## src/rtl/tog_pulse_dec.sv

```systemverilog
// -----------------------------------------------------------------------------
// tog_pulse_dec
//   Receive end of a toggle-event link. A T flip-flop on the far side flips
//   tog_in once per event. This block synchronises tog_in into CLK and turns
//   each toggle back into one event. Events wait in a saturating pending
//   counter and leave through a valid/ready handshake. A wrapping counter
//   tallies every event that was detected.
//
//   The detector stays in ARMING for SYNC_STAGES+1 edges after reset release.
//   During that time the synchroniser fills with the real line level. As a
//   result, a tog_in that is already high at reset is not taken as an event.
//
//   Limitation: the source must hold each tog_in level for at least two CLK
//   periods. Toggles that are closer together than that may merge and lose
//   an even number of events. The block does not detect this.
//
// Parameters
//   SYNC_STAGES  flops in the tog_in synchroniser (legal 2..4)
//   PEND_W       pending counter width; saturates at 2**PEND_W-1
//   CNT_W        evt_cnt width; wraps modulo 2**CNT_W
//
// Ports
//   CLK        in   clock, rising edge
//   rst        in   asynchronous reset, active low
//   clr        in   synchronous counter clear (only with TOGDEC_CLR_EN)
//   tog_in     in   toggle line, asynchronous to CLK
//   pulse_rdy  in   downstream accepts one event; ignored while pend==0
//   pulse_vld  out  at least one event pending (decode of pend)
//   pend       out  number of pending events
//   evt_cnt    out  toggles detected since reset or clear, wrapping
//   ovf        out  sticky: a toggle arrived while pend was saturated
//   armed      out  detector active
//
// Build option
//   TOGDEC_CLR_EN  when defined, adds the clr port. clr clears pend, evt_cnt
//                  and ovf synchronously and takes priority over det and take.
//                  When undefined, only rst clears the counters.
// -----------------------------------------------------------------------------
module tog_pulse_dec #(
  parameter int SYNC_STAGES = 2,
  parameter int PEND_W      = 3,
  parameter int CNT_W       = 8
) (
  input  logic              CLK,
  input  logic              rst,
`ifdef TOGDEC_CLR_EN
  input  logic              clr,
`endif
  input  logic              tog_in,
  input  logic              pulse_rdy,
  output logic              pulse_vld,
  output logic [PEND_W-1:0] pend,
  output logic [CNT_W-1:0]  evt_cnt,
  output logic              ovf,
  output logic              armed
);

  typedef enum logic [0:0] {
    ST_ARMING = 1'b0,
    ST_ACTIVE = 1'b1
  } state_e;

  localparam logic [PEND_W-1:0] PEND_MAX  = {PEND_W{1'b1}};
  localparam logic [PEND_W-1:0] PEND_ZERO = {PEND_W{1'b0}};
  localparam logic [CNT_W-1:0]  CNT_ZERO  = {CNT_W{1'b0}};
  // The arm counter stops at SYNC_STAGES. The transition to ACTIVE happens
  // on the edge after that, so the total is SYNC_STAGES+1 edges.
  localparam logic [2:0]        ARM_LAST  = 3'(SYNC_STAGES);

  logic [SYNC_STAGES-1:0] sync_q;
  logic                   prev_q;
  state_e                 state_q;
  logic [2:0]             arm_cnt_q;
  logic                   armed_q;
  logic [PEND_W-1:0]      pend_q, pend_d;
  logic [CNT_W-1:0]       evt_q, evt_d;
  logic                   ovf_q, ovf_d;
  logic                   det_s;
  logic                   take_s;
  logic                   vld_s;
  logic                   clr_s;

`ifdef TOGDEC_CLR_EN
  assign clr_s = clr;
`else
  assign clr_s = 1'b0;
`endif

  // Synchroniser chain; prev_q holds the chain output from one cycle earlier.
  always_ff @(posedge CLK or negedge rst) begin
    if (!rst) begin
      sync_q <= {SYNC_STAGES{1'b0}};
      prev_q <= 1'b0;
    end else begin
      sync_q <= {sync_q[SYNC_STAGES-2:0], tog_in};
      prev_q <= sync_q[SYNC_STAGES-1];
    end
  end

  // Arming FSM: hold off detection until the chain holds the true line level.
  always_ff @(posedge CLK or negedge rst) begin
    if (!rst) begin
      state_q   <= ST_ARMING;
      arm_cnt_q <= 3'd0;
      armed_q   <= 1'b0;
    end else begin
      case (state_q)
        ST_ARMING: begin
          if (arm_cnt_q == ARM_LAST) begin
            state_q <= ST_ACTIVE;
            armed_q <= 1'b1;
          end else begin
            arm_cnt_q <= arm_cnt_q + 3'd1;
          end
        end
        ST_ACTIVE: begin
          state_q <= ST_ACTIVE;
          armed_q <= 1'b1;
        end
        default: begin
          state_q   <= ST_ARMING;
          arm_cnt_q <= 3'd0;
          armed_q   <= 1'b0;
        end
      endcase
    end
  end

  // Edge detect and handshake decode.
  assign det_s  = (sync_q[SYNC_STAGES-1] ^ prev_q) & (state_q == ST_ACTIVE);
  assign vld_s  = (pend_q != PEND_ZERO);
  assign take_s = vld_s & pulse_rdy;

  // Next-state logic for the pending counter, overflow flag and event tally.
  always_comb begin
    pend_d = pend_q;
    evt_d  = evt_q;
    ovf_d  = ovf_q;
    if (clr_s) begin
      pend_d = PEND_ZERO;
      evt_d  = CNT_ZERO;
      ovf_d  = 1'b0;
    end else begin
      if (det_s) begin
        evt_d = evt_q + CNT_W'(1);
      end else begin
        evt_d = evt_q;
      end
      case ({det_s, take_s})
        2'b10: begin
          if (pend_q == PEND_MAX) begin
            pend_d = pend_q;
            ovf_d  = 1'b1;
          end else begin
            pend_d = pend_q + PEND_W'(1);
          end
        end
        2'b01: begin
          pend_d = pend_q - PEND_W'(1);
        end
        // Arrival and departure in the same cycle cancel, even when saturated.
        default: begin
          pend_d = pend_q;
        end
      endcase
    end
  end

  // Counter and flag registers.
  always_ff @(posedge CLK or negedge rst) begin
    if (!rst) begin
      pend_q <= PEND_ZERO;
      evt_q  <= CNT_ZERO;
      ovf_q  <= 1'b0;
    end else begin
      pend_q <= pend_d;
      evt_q  <= evt_d;
      ovf_q  <= ovf_d;
    end
  end

  assign pulse_vld = vld_s;
  assign pend      = pend_q;
  assign evt_cnt   = evt_q;
  assign ovf       = ovf_q;
  assign armed     = armed_q;

endmodule

```

## config.mk

```make
export PLATFORM = sky130hd
export DESIGN_NAME = tog_pulse_dec
export DESIGN_NICKNAME = d
export VERILOG_FILES = /design/src/rtl/tog_pulse_dec.sv
export SDC_FILE = /design/constraint.sdc
export NUM_CORES = 1
export LEC_CHECK = 0
export CORE_MARGIN = 2
export CORE_UTILIZATION = 54
export DETAILED_ROUTE_END_ITERATION = 10
export PLACE_DENSITY = 0.83
export SLEW_MARGIN = 20
export SYNTH_ARGS = -nofsm -noshare
export SYNTH_HDL_FRONTEND = slang
export SYNTH_SLANG_ARGS = --single-unit
```

## constraint.sdc

```tcl
create_clock -name CLK -period 3.98 [get_ports CLK]
set_input_delay 0.796 -clock CLK [delete_from_list [all_inputs] [get_ports CLK]]
set_output_delay 0.796 -clock CLK [all_outputs]
set_load 0.01 [all_outputs]
```

Word-level counts from Yosys, hierarchy flattened
Cells that the tools add are included.
Operators by class
  div/mod/pow operators: 0
  muxes and demuxes: 6
  shift-type cells: 0
  multipliers: 0
  equality and inequality tests: 6
  bitwise gates (word level): 5
  add/subtract/negate cells: 4
  reduce and logical (&&, ||, !) cells: 5
  order comparisons: 0
Operators with widths (number)
  $add A8 B1 Y8 const B: 1
  $add A3 B1 Y3 const B: 2
  $pmux W3 S2: 1
  $reduce_and A2 Y1: 3
  $ne A2 B2 Y1 const B: 2
  $pmux W1 S2: 2
  $eq A3 B2 Y1 const B: 1
  $eq A3 B3 Y1 const B: 1
  $mux W3: 1
  $reduce_bool A3 Y1: 1
  $sub A3 B1 Y3 const B: 1
  $and A1 B1 Y1: 2
  $eq A2 B1 Y1 const B: 1
  $eq A2 B2 Y1 const B: 1
  $mux W1: 2
  $not A1 Y1: 2
  $reduce_bool A2 Y1: 1
  $xor A1 B1 Y1: 1
Storage, ports and cells
  memories: 0
  word-level logic and storage cells: 34
  output and inout bits: 14
  latch bits: 0
  bits in writable memories: 0
  ROM bits: 0
  input port bits: 4
  register bits: 20

Logic depth before layout (Yosys ltp)
Gate-level depths: netlist of the first run.
  word-level depth: 5
  depth in mapped cells: 9
  mapped depth without buffers: 8

Worst setup path before layout of the first run
OpenSTA, ideal clock, no wires.
  path kind: input-to-reg
  from: input pulse_rdy
  to: register pend_q[1], in the netlist pend[1]
  path slack: 1513 ps
  arrival: 2341 ps
  setup time: 126 ps
  path buffers: 1
  stages on the path: 9
  data required time: 3854 ps
  path through: buf_2 inv_1 a21oi_2 nand2_1 fa_1 inv_1 nor3_1 o22ai_1 a221o_1
On the way
  longest elaborated chain between the ends: 4
  elaborated cells on any way between the ends: 7
  classes of those cells: 3 x eq/ne; 1 x mux; 1 x bitwise; 2 x reduce/logical
RTL lines
  start: declaration: RTL line 50  | input logic pulse_rdy,
  $and A1 B1 Y1 (*): RTL line 132  | assign take_s = vld_s & pulse_rdy;
  $eq A2 B2 Y1 / $eq A2 B1 Y1 (equally long branches): RTL line 149  | case ({det_s, take_s})
  $ne A2 B2 Y1 (no source line) / $reduce_bool A2 Y1 (equally long branches)
  $reduce_and A2 Y1 (no source line)
  end signal: assignment: RTL line 176  | pend_q <= pend_d;
  end: declaration: RTL line 75  | logic [PEND_W-1:0] pend_q, pend_d;
Mark *: on every way between the ends. The rest lies on a longest branch, timed or not.
A chain may end at the register's enable or synchronous reset.

Worst setup path in the final report of the first run
Ends and elaborated chain as after synthesis.

==> impl_metrics.json, run 1 <==
{
  "grt_pass1_wl_um": 2830,
  "end_kind": "register",
  "netlist_area_um2": 998,
  "dp_slack_ns": 0.787,
  "cts_setup_buffers": 0,
  "drv_cap": 0,
  "finalNonFillerCells": 139,
  "period_minus_slack_ns": 2.93,
  "hold_viol": 0,
  "power.share.clock_pct": 20.0,
  "syn-instance-count": 96,
  "wirelength_um": 1810,
  "synth_area_per_cell_um2": 10.4,
  "power.density_mw_per_mm2": 661,
  "clock_skew_ns": 0.00176,
  "critPathTopFamily": "buffers and inverters",
  "clk_latency_ns": 0.30,
  "grt_pass1_vias": 709,
  "place_congestion": 0.760,
  "drc": 0,
  "max-vdd-ir-drop_mv": 0.372,
  "wl_per_cell_um": 13.0,
  "yosys-top-cells-area": "dfrtp_1, xnor2_1, ha_1",
  "drv_slew": 0,
  "syn_to_final_growth_pct": 24.1,
  "cp_slowest_cell": "clkdlybuf4s50_1",
  "internal_power_mw": 0.530,
  "start_util_pct": 57.8,
  "worstPathRequired_ns": 4.17,
  "drive_above_1_share_pct": 6.14,
  "critical_path.max_fanout": 9,
  "die_w_um": 47,
  "clk_pin_slew_worst_paths_ns": 0.11,
  "postCtsResizedCells": 0,
  "synth_fp_nets": 104,
  "dr.pass1.iters": 4,
  "clock_sinks": 20,
  "seq_power_share_pct": 39.8,
  "crit_type": "input pin to register",
  "fin_ws_ns": 1.05,
  "rsz0062_at_grt": "no",
  "place_hpwl_um": 1370,
  "numCtsBuffers": 3,
  "cts_root_buffer": "clkbuf_4",
  "synth_cell_types": 30,
  "grt_antenna_before_repair": 0,
  "yosys_register_bits": 20,
  "die_area_mm2": 0.00221,
  "antenna_cells": 0,
  "maxSlewHeadroom_pct": 44.4,
  "synth_top_cell_area_share_pct": 50.1,
  "pwr-share-comb_pct": 40.2,
  "drt_iter0_markers": 11,
  "post_drt_via_cell_ratio": 5.45,
  "max_stage_delay_ns": 0.63,
  "core_mm2": 0.00173,
  "numPortBuffers": 17,
  "worst_pin_slew_ns": 0.832,
  "fmax_mhz": 341,
  "overflow": 0,
  "grt_max_degree": 21,
  "hold_ws_ns": 0.370,
  "ant_nets": 0,
  "ctsHoldBuffers": 0,
  "grt_util_all_layers_pct": 18.0,
  "dr_total_vias": 758,
  "ys_seq_area_share_pct": 50.1,
  "cts.path.max_buffers": 2,
  "outcome": "finished, final reports clean",
  "swShare_pct": 35.3,
  "boundaryPins": 18,
  "crit_top_cell": "inv_1",
  "final_util_pct": 71.7,
  "cts_tree": "yes",
  "finalSetupTns_ns": 0,
  "yosysTopAreaCell": "dfrtp_1",
  "hp-class": "register to register",
  "cp_cell_sequence": "clkdlybuf4s50_1 > inv_1 > a21oi_2 > nand2_1 > fa_1 > inv_1 > nor3_1 > o22ai_1 > a221o_1",
  "start_kind": "input pin",
  "leakage_nw": 0.527,
  "ys.warnings.count": 0,
  "dpl.cell_count": 135,
  "power_switching_mw": 0.289,
  "path_buf_inv": 3,
  "cp_data_arrival_time_ns": 3.12,
  "rows": 15,
  "finalSetupViolCount": 0,
  "nNetsFinal": 123,
  "h-tree-depth": 1,
  "period_share_pct": 73.6,
  "die_h_um": 47
}
power groups by stage:
| stage | sequential (mW) | combinational [mW] | clock [mW] |
|---|---|---|---|
| floorplan | 0.323 | 0.193 | 0 |
| global route | 0.336 | 0.364 | 0.175 |
| finish | 0.326 | 0.329 | 0.164 |
| CTS | 0.325 | 0.330 | 0.166 |
| detailed placement | 0.330 | 0.330 | 0 |
| global placement | 0.326 | 0.316 | 0 |
cells in the mapped netlist:
cell,instances
clkbuf_1,1
o31ai_1,1
and3_1,1
o22ai_1,1
xnor2_1,9
a2111o_1,1
buf_2,2
a22o_1,1
a21oi_1,2
mux2i_1,1
xor2_2,1
o2bb2ai_1,1
nand3_1,6
xor2_1,1
a32o_1,1
o41ai_1,1
fa_1,1
nand2b_1,2
a221o_1,2
o21ai_0,6
a21oi_2,1
nor2_2,1
dfrtp_1,20
inv_1,9
ha_1,3
nand4_1,3
nand2_1,10
a41o_1,1
nor2_1,2
nor3_1,4
per-stage QoR:
stage | area [um2] | total power [mW]
final | 1240 | 0.819
after global routing | 1240 | 0.875
after CTS | 1240 | 0.821
after detailed placement | 1190 | 0.659
after global placement | 1190 | 0.641
after floorplan | 998 | 0.517
flip-flops by register name, indices dropped and copies added, names as in the netlist:
register and cells:
evt_cnt 8, prev_q 1, sync_q 2, armed 1, arm_cnt_q 3, ovf 1
state_q 1, pend 3
placed cells by master (no fill, tap or decap):
cell / n
nand2b_1: 2
and3_1: 1
clkbuf_4: 3
ha_1: 3
mux2i_1: 1
clkdlybuf4s50_1: 17
o21ai_0: 6
a221o_1: 2
nand3_1: 6
xor2_1: 1
o22ai_1: 1
o31ai_1: 1
a22o_1: 1
bufinv_16: 1
o2bb2ai_1: 1
nor2_1: 2
xor2_2: 1
a32o_1: 1
nor3_1: 4
fa_1: 1
a21oi_2: 1
nor2_2: 1
a21oi_1: 2
a41o_1: 1
dfrtp_1: 20
o41ai_1: 1
nand4_1: 3
inv_1: 9
a2111o_1: 1
nand2_1: 10
xnor2_1: 9
worst reg2reg max path: stages, from the launching register on:
cell	delay, ns
dfrtp_1	0.44
xor2_2	0.21
a21oi_2	0.28
nand2_1	0.12
fa_1	0.52
inv_1	0.08
nor3_1	0.21
o22ai_1	0.12
a221o_1	0.26
worst paths after layout:
check / to / startpoint / cells after the start / slack, ns
hold / removal: sync_q[1] / sync_q[0] / 0 / 0.37
setup / recovery: pend[1] / pulse_rdy / 9 / 1.05
min in group asynchronous: evt_cnt[1] / rst / 1 / 0.96
hold reg to reg: sync_q[1] / sync_q[0] / 0 / 0.37
max in group asynchronous: pend[2] / rst / 1 / 2.50
setup reg to reg: pend[1] / prev_q / 8 / 1.64
metal layers:
layer | wire length (um) | vias to the layer above | track usage (%)
met5 | 0 | - | 0
met4 | 20 | 0 | 8.89
met3 | 62 | 4 | 2.69
met2 | 930 | 21 | 28.5
met1 | 800 | 363 | 24.3
li1 | - | 370 | -
final cells by class:
type | instances | area (um2)
clock buffers | 3 | 22.5
clock inverters | 1 | 30.0
fillers | 130 | 488
inverters | 9 | 33.8
multi-input cells | 64 | 450
flip-flops and latches | 20 | 500
well taps | 25 | 31.3
repair buffers | 17 | 170
cells by family (layout without fill, tap and decap cells):
| logic type | count (synthesis) | in the layout | share of synthesized area, % |
|---|---|---|---|
| xor gates and xnor gates | 11 | 11 | 10.4 |
| DFF | 20 | 20 | 50.1 |
| muxes | 1 | 1 | 1.00 |
| adders and majority gates | 4 | 4 | 5.76 |
| AOI/OAI and AO/OA | 19 | 19 | 14.0 |
| buffers and inverters | 12 | 30 | 4.76 |
| and+or+nand+nor | 29 | 29 | 13.9 |
Note: power is estimated with default switching activity, not from simulation.
==> run 2, diff against run 1 <==
--- a/config.mk
+++ b/config.mk
@@ -6,9 +6,9 @@
 export NUM_CORES = 1
 export LEC_CHECK = 0
 export CORE_MARGIN = 2
-export CORE_UTILIZATION = 54
+export CORE_UTILIZATION = 50
 export DETAILED_ROUTE_END_ITERATION = 10
-export PLACE_DENSITY = 0.83
+export PLACE_DENSITY = 0.78
 export SLEW_MARGIN = 20
 export SYNTH_ARGS = -nofsm -noshare
 export SYNTH_HDL_FRONTEND = slang
==> constraint.sdc (replaced) <==
create_clock -name CLK -period 2.85 [get_ports CLK]
set_input_delay 0.57 -clock CLK [delete_from_list [all_inputs] [get_ports CLK]]
set_output_delay 0.57 -clock CLK [all_outputs]
set_load 0.01 [all_outputs]
==> run 2 against run 1 <==
  * Total power is 32% higher
  * Flip-flop and latch count stayed put
  * Die area is 7.3% higher
  * Critical endpoint unchanged
  * Via count is 2.1% higher
  * Sequential share of layout area is 0.28 points lower
==> impl_metrics.json, run 2 (synthesized netlist as in run 1, its figures left out) <==
{
  "hp-class": "register to register",
  "period_minus_slack_ns": 2.28,
  "maxSlewHeadroom_pct": 73.6,
  "numPortBuffers": 17,
  "max-vdd-ir-drop_mv": 0.548,
  "cts_root_buffer": "clkbuf_4",
  "start_util_pct": 52.0,
  "regArea_um2": 500,
  "start_kind": "input pin",
  "reg2reg_slack_ns": 0.67,
  "fillers": 171,
  "finalSetupViolCount": 0,
  "grt_util_all_layers_pct": 17.0,
  "post_drt_via_cell_ratio": 5.38,
  "mostFrequentLayoutCells": "dfrtp_1, clkdlybuf4s50_1, nand2_1",
  "finalSetupTns_ns": 0,
  "cts.path.max_buffers": 2,
  "numCtsBuffers": 3,
  "nNetsFinal": 126,
  "crit_type": "input pin to register",
  "postCtsResizedCells": 0,
  "place_hpwl_um": 1390,
  "clk_latency_ns": 0.29,
  "drive_above_1_share_pct": 8.55,
  "end_kind": "register",
  "period_share_pct": 80.1,
  "syn_to_final_growth_pct": 24.9,
  "hold_viol": 0,
  "ctsHoldBuffers": 0,
  "final_common_cell": "dfrtp_1",
  "die_h_um": 48.7,
  "power.density_mw_per_mm2": 864,
  "h-tree-depth": 1,
  "multi_input_area_um2": 450,
  "critical_path.max_fanout": 4,
  "die_area_mm2": 0.00237,
  "dr.pass1.iters": 4,
  "boundaryPins": 18,
  "largest_reg_flops": 8,
  "dr_total_vias": 774,
  "clock_sinks": 20,
  "clock_skew_ns": 0.00581,
  "outcome": "finished, final reports clean",
  "rsz0062_at_grt": "no",
  "seq_power_share_pct": 42.4,
  "cts_tree": "yes",
  "pwr-share-comb_pct": 42.8,
  "die_w_um": 48.7,
  "place_congestion": 0.901,
  "clk_pin_slew_worst_paths_ns": 0.11,
  "wirelength_um": 1790,
  "swShare_pct": 36.9,
  "power.share.clock_pct": 14.9,
  "cts_setup_buffers": 0,
  "core_mm2": 0.00192,
  "ant_nets": 0,
  "drt_iter0_markers": 12,
  "power_switching_mw": 0.398,
  "rows": 16,
  "leakage_nw": 0.535,
  "overflow": 0,
  "grt_antenna_before_repair": 0,
  "hold_ws_ns": 0.363,
  "grt_max_degree": 21,
  "fmax_mhz": 438,
  "drv_slew": 0,
  "grt_pass1_wl_um": 3240,
  "grt_pass1_vias": 781,
  "wl_per_cell_um": 12.4,
  "drv_cap": 0,
  "antenna_cells": 0,
  "worst_pin_slew_ns": 0.393,
  "internal_power_mw": 0.680,
  "worstPathRequired_ns": 3.04,
  "drc": 0,
  "cp_data_arrival_time_ns": 2.47
}
[run 2: cell count changes in the layout (fill, tap and decap cells not counted), sizes merged]
cell | previous run | this run
clkbuf | 3 | 4
buf | 0 | 3
bufinv | 1 | 0
[run 2: path summary, 6_finish.rpt]
path | startpoint | end | depth (start not counted)
setup / recovery | pulse_rdy | pend[1] | 9
hold / removal | sync_q[0] | sync_q[1] | 0
setup reg to reg | pend[0] | pend[1] | 8
hold reg to reg | sync_q[0] | sync_q[1] | 0
max in group asynchronous | rst | evt_cnt[4] | 2
min in group asynchronous | rst | pend[1] | 2
[run 2: worst max-delay path, cell delays in order]
cell and delay [ns]:
clkdlybuf4s50_1 0.48, inv_1 0.08, a21oi_2 0.12, nand2_1 0.08
fa_1 0.51, inv_1 0.09, nor3_1 0.18, o22ai_1 0.11
a221o_1 0.25
[run 2: final cells by class]
class	instances	share of cell area [%]
Clock buffer	4	2.91
Inverter	9	2.71
Multi-Input combinational cell	64	36.1
Sequential cell	20	40.1
Tap cell	27	2.71
Timing Repair Buffer	20	15.4
[run 2: metrics by stage]
stage / power (mW) / std cells / setup WS (ns) / utilization (%) / cell area (um2)
after CTS: 1.08 / 144 / 0.595 / 64.9 / 1250
after detailed placement: 0.922 / 140 / 0.283 / 63.0 / 1210
after floorplan: 0.722 / 96 / 0.609 / - / 998
after global placement: 0.902 / 140 / 0.347 / 63.0 / 1210
final: 1.08 / 144 / 0.568 / 64.9 / 1250
after global routing: 1.15 / 144 / 0.469 / 64.9 / 1250
[run 2: power groups by stage]
stage / Sequential, mW / Combinational [mW] / Clock [mW]
3_3_place_gp: 0.456 / 0.446 / 0
6_report: 0.457 / 0.461 / 0.160
2_1_floorplan: 0.452 / 0.270 / 0
3_5_place_dp: 0.462 / 0.459 / 0
4_1_cts: 0.454 / 0.462 / 0.164
5_1_grt: 0.470 / 0.508 / 0.176
[run 2: per-layer routing]
metal / vias to the layer above / wire length, um / GRT usage (%)
met5: - / 0 / 0
li1: 377 / - / -
met4: 0 / 0 / 6.67
met1: 377 / 808 / 22.7
met2: 20 / 920 / 28.1
met3: 0 / 62 / 2.47
==> run 3, diff against run 2 <==
--- a/config.mk
+++ b/config.mk
@@ -6,9 +6,9 @@
 export NUM_CORES = 1
 export LEC_CHECK = 0
 export CORE_MARGIN = 2
-export CORE_UTILIZATION = 50
+export CORE_UTILIZATION = 45
 export DETAILED_ROUTE_END_ITERATION = 10
-export PLACE_DENSITY = 0.78
+export PLACE_DENSITY = 0.74
 export SLEW_MARGIN = 20
 export SYNTH_ARGS = -nofsm -noshare
 export SYNTH_HDL_FRONTEND = slang
==> constraint.sdc (replaced) <==
create_clock -name CLK -period 2.01 [get_ports CLK]
set_input_delay 0.402 -clock CLK [delete_from_list [all_inputs] [get_ports CLK]]
set_output_delay 0.402 -clock CLK [all_outputs]
set_load 0.01 [all_outputs]
==> run 3 against run 2 <==
  * Clock skew down 0.0047 ns
  * Critical path depth is 1 lower
  * Final cell count grew 8.3%
  * Global-route usage fell by 0.63 points
  * Highest routed layer is now met4
  * The flow now finishes with violations (setup timing)
==> impl_metrics.json, run 3 (synthesized netlist as in run 1, its figures left out) <==
{
  "ant_nets": 0,
  "worst_pin_slew_ns": 0.480,
  "wirelength_um": 2010,
  "crit_type": "register to register",
  "die_area_mm2": 0.00261,
  "period_share_pct": 103,
  "drv_slew": 0,
  "cts_root_buffer": "clkbuf_4",
  "antenna_cells": 0,
  "overflow": 0,
  "clock_sinks": 20,
  "max-vdd-ir-drop_mv": 0.701,
  "cp_data_arrival_time_ns": 2.27,
  "boundaryPins": 18,
  "violations": "setup timing",
  "multi_input_area_um2": 460,
  "h-tree-depth": 1,
  "largest_reg_flops": 8,
  "place_hpwl_um": 1470,
  "outcome": "complete, but fails checks",
  "grt_pass1_wl_um": 3210,
  "die_h_um": 51.1,
  "dr_total_vias": 824,
  "fmax_mhz": 482,
  "numCtsBuffers": 3,
  "drt_iter0_markers": 15,
  "fin_ws_ns": -0.0640,
  "fillers": 172,
  "grt_util_all_layers_pct": 16.4,
  "numPortBuffers": 17,
  "regArea_um2": 500,
  "start_util_pct": 46.5,
  "start_kind": "register",
  "clk_pin_slew_worst_paths_ns": 0.11,
  "hp-class": "register to register",
  "end_kind": "register",
  "critical_path.max_fanout": 4,
  "cts_tree": "yes",
  "die_w_um": 51.1,
  "leakage_nw": 0.595,
  "post_drt_via_cell_ratio": 5.28,
  "drive_above_1_share_pct": 19.5,
  "clock_skew_ns": 0.00113,
  "hold_viol": 0,
  "power.density_mw_per_mm2": 1290,
  "syn_to_final_growth_pct": 36.0,
  "total_power_mw": 1.75,
  "design_area_mm2": 0.00136,
  "grt_antenna_before_repair": 0,
  "worstPathRequired_ns": 2.20,
  "core_mm2": 0.00215,
  "clk_latency_ns": 0.29,
  "nNetsFinal": 137,
  "final_common_cell": "dfrtp_1",
  "dr.pass1.iters": 4,
  "wl_per_cell_um": 12.9,
  "drv_cap": 0,
  "dpl_cell_area_mm2": 0.00127,
  "rsz0062_at_grt": "yes",
  "place_congestion": 0.910,
  "period_minus_slack_ns": 2.07,
  "mostFrequentLayoutCells": "dfrtp_1, clkdlybuf4s50_1, buf_4",
  "maxSlewHeadroom_pct": 67.7,
  "cts.path.max_buffers": 2,
  "grt_max_degree": 21,
  "dp_slack_ns": -0.378,
  "finalSetupViolCount": 1,
  "rows": 17,
  "drc": 0,
  "grt_pass1_vias": 717
}
-- run 3: per-stage QoR --
stage	hold slack [ns]	TNS (ns)	util (%)	cells
final	0.365	-0.0640	63.2	156
after global routing	0.382	-0.166	63.2	156
after CTS	0.363	-0.0174	62.3	154
after detailed placement	0.337	-0.674	59.2	149
after global placement	0.334	-0.603	59.2	149
after floorplan	0.106	-0.0853	-	96
-- run 3: final timing paths --
| kind | startpoint | end | slack (ns) | cells past startpoint |
|---|---|---|---|---|
| worst min-delay path | sync_q[0] | sync_q[1] | 0.36 | 0 |
| worst min register to register | sync_q[0] | sync_q[1] | 0.36 | 0 |
| worst max-delay path | prev_q | pend[1] | -0.06 | 8 |
| min in group asynchronous | rst | pend[1] | 0.43 | 2 |
| max in group asynchronous | rst | sync_q[1] | 1.38 | 2 |
| worst max register to register | prev_q | pend[1] | -0.06 | 8 |
-- run 3: layer usage --
layer  vias up  wire length [um]  global-route usage (%)
met3         4                87                    5.26
li1        399                 -                       -
met5         -                 0                       0
met1       400               921                    22.2
met4         0                27                    4.05
met2        21               977                    25.5
-- run 3: where the power goes --
| part | switching, mW | leakage [nW] | internal [mW] | total (mW) |
|---|---|---|---|---|
| clock network | 0.121 | 0.0279 | 0.201 | 0.322 |
| registers | 0.0876 | 0.232 | 0.500 | 0.587 |
| logic | 0.396 | 0.335 | 0.441 | 0.836 |
| total | 0.604 | 0.595 | 1.14 | 1.75 |
-- run 3: repair_timing --
action,4_1_cts,5_1_grt
gates resized for setup,3,2
endpoints found under the setup margin,1,2
buffers inserted,1,2
hold buffers,0,0
hold endpoints to repair,0,0
gates cloned,0,0
-- run 3: cell type report --
cell class | count | area share (%)
Clock buffer | 3 | 1.66
Clock inverter | 1 | 2.21
Inverter | 9 | 2.49
Multi-Input combinational cell | 64 | 33.9
Sequential cell | 20 | 36.9
Tap cell | 28 | 2.58
Timing Repair Buffer | 31 | 20.3
-- run 3: critical path, stage by stage (launching register included) --
cell     delay, ns
dfrtp_1       0.42
xor2_2        0.20
a21oi_2       0.14
nand2_1       0.09
fa_2          0.54
inv_2         0.06
nor3_2        0.15
o22ai_1       0.11
a221o_1       0.26
==> RTL change, RTL diff (settings of run 2) <==
Register the output `evt_cnt` once more, cleared by the reset; this adds one clock of latency there. The other outputs are not delayed to match.
--- a/src/rtl/tog_pulse_dec.sv
+++ b/src/rtl/tog_pulse_dec.sv
@@ -181,7 +181,13 @@
 
   assign pulse_vld = vld_s;
   assign pend      = pend_q;
-  assign evt_cnt   = evt_q;
+  always_ff @(posedge CLK or negedge rst) begin
+    if (!rst) begin
+      evt_cnt <= '0;
+    end else begin
+      evt_cnt <= evt_q;
+    end
+  end
   assign ovf       = ovf_q;
   assign armed     = armed_q;
 
Check against the original RTL: not equivalent (Yosys sat finds a counterexample within 10 cycles, from zero or initial values and one cycle with rst low).
==> RTL change against run 2 <==
- die area up 19%
- register-to-register slack worse by 200 ps
- sequential cell count up 8
- setup slack worse by 180 ps
- power up 25%
- routed wire length up 12%
- area after synthesis up 20%
- cell area up 18%
- utilization up 0.97 points
- critical path type unchanged
==> RTL change: results (changes against run 2) <==
* Status: finished clean (unchanged)
* # DRC at 0 (unchanged)
* Compound-Gate Fraction of Synth Area at 0.109 (was 0.140)
* Leakage Power at 0.654 nW (was 0.535 nW)
* Vias at 853 (was 774)
* Worst hold start: sync_q[0] (unchanged)
* Slew headroom at 0.715 (was 0.736)
* Number of global-route vias before repair at 808 (was 781)
* Gpl congestion at 0.840 (was 0.901)
* Worst-Skew Late Latency at 320 ps (was 290 ps)
* Reg2Reg Launch Point: sync_q[1] (was pend[0])
* Combinational logic power at 0.479 mW (was 0.461 mW)
* Post-CTS sizing at 0 (unchanged)
* Most instantiated cells after synthesis: 28 x dfrtp_1, 12 x nand2_1, 9 x inv_1, 8 x xnor2_1 (was 20 x dfrtp_1, 10 x nand2_1, 9 x inv_1, 9 x xnor2_1)
* Area post-placement at 1420 sq um (was 1210 sq um)
* Seq. pwr at 0.612 mW (was 0.457 mW)
* Drt total wl at 2.00 mm (was 1.79 mm)
* Final layout net count at 134 (was 126)
* Synth Warn # at 0 (unchanged)
* Tmin final at 2460 ps (was 2280 ps)
* Combinational Power Share at 0.356 (was 0.428)
* Wire length per cell at 13.1 um (was 12.4 um)
* Root Buffer: clkbuf_4 (unchanged)
* Unique masters post-synth at 27 (was 30)
* Share of cells above drive strength 1 at 0.0800 (was 0.0855)
* Global-route usage over all layers at 0.167 (was 0.170)
* Adder-cell share of the synthesized area at 0.0479 (was 0.0576)
* Maximum VDD drop at 0.000512 V (was 0.000548 V)
* Worst Setup EP: pend[1] (unchanged)
* Clk_skew at 2.37 ps (was 5.81 ps)
* Initial antenna violation count at 0 (unchanged)
* Initial DRC count at 16 (was 12)
* Syn avg cell area at 11.7 sq um (was 10.4 sq um)
* Crit path arrival time at 2680 ps (was 2470 ps)
* Sequential area share after synthesis at 0.583 (was 0.501)
* Synth Area in XOR/XNOR at 0.0865 (was 0.104)
* N_diodes at 0 (unchanged)
* Reg2Reg Depth at 8 (unchanged)
* Async S/R FF share, synth at 1.00 (unchanged)
* Largest net degree at the start of global routing at 29 (was 21)
* Global-route wire length before repair at 3.29 mm (was 3.24 mm)
* DP Wirelength at 1.47 mm (was 1.39 mm)
* Final hold slack at 369 ps (was 363 ps)
* R2R setup slack at 470 ps (was 670 ps)
* Top area cells in the synthesized netlist: dfrtp_1 58%, xnor2_1 5.8%, nand2_1 3.8%, ha_1 3.1%, inv_1 2.8% (was dfrtp_1 50%, xnor2_1 7.9%, ha_1 3.8%, nand2_1 3.8%, inv_1 3.4%)
* Worst-path fanout max at 3 (was 4)
* Clock slew at reported path FFs at 140 ps (was 110 ps)
* Placed instance count at 149 (was 140)
* Mux contribution to synthesized area at 0 (was 0.0100)
* Syn_nets at 111 (was 104)
* Pre-CTS WS at 56.0 ps (was 283 ps)
* Post-CTS setup buffer count at 0 (unchanged)
* Sw Share at 0.330 (was 0.369)
==> RTL change: area by class of cell <==
cell class,instances,area [sq um]
clock inverters,1,30.0
well taps,28,35.0
inverters,9,33.8
flip-flops and latches,28,701
repair buffers,20,193
fillers,180,762
multi-input cells,64,457
clock buffers,3,22.5
==> RTL change: routing by layer <==
metal | part of all wire | up-vias | global-route usage | wire (um)
met4 | 0.024 | 0 | 0.128 | 48
met1 | 0.41 | 412 | 0.194 | 823
met2 | 0.50 | 34 | 0.263 | 1010
met3 | 0.061 | 6 | 0.0424 | 122
li1 | - | 401 | - | -
met5 | 0 | - | 0 | 0
==> RTL change: worst max-delay path, cell delays in order <==
cell and delay (ps):
clkdlybuf4s50_1 480, inv_1 70, a21oi_2 120, nand2_1 80, fa_1 530, inv_1 80
o311ai_0 350, o21ai_0 150, a221o_1 270
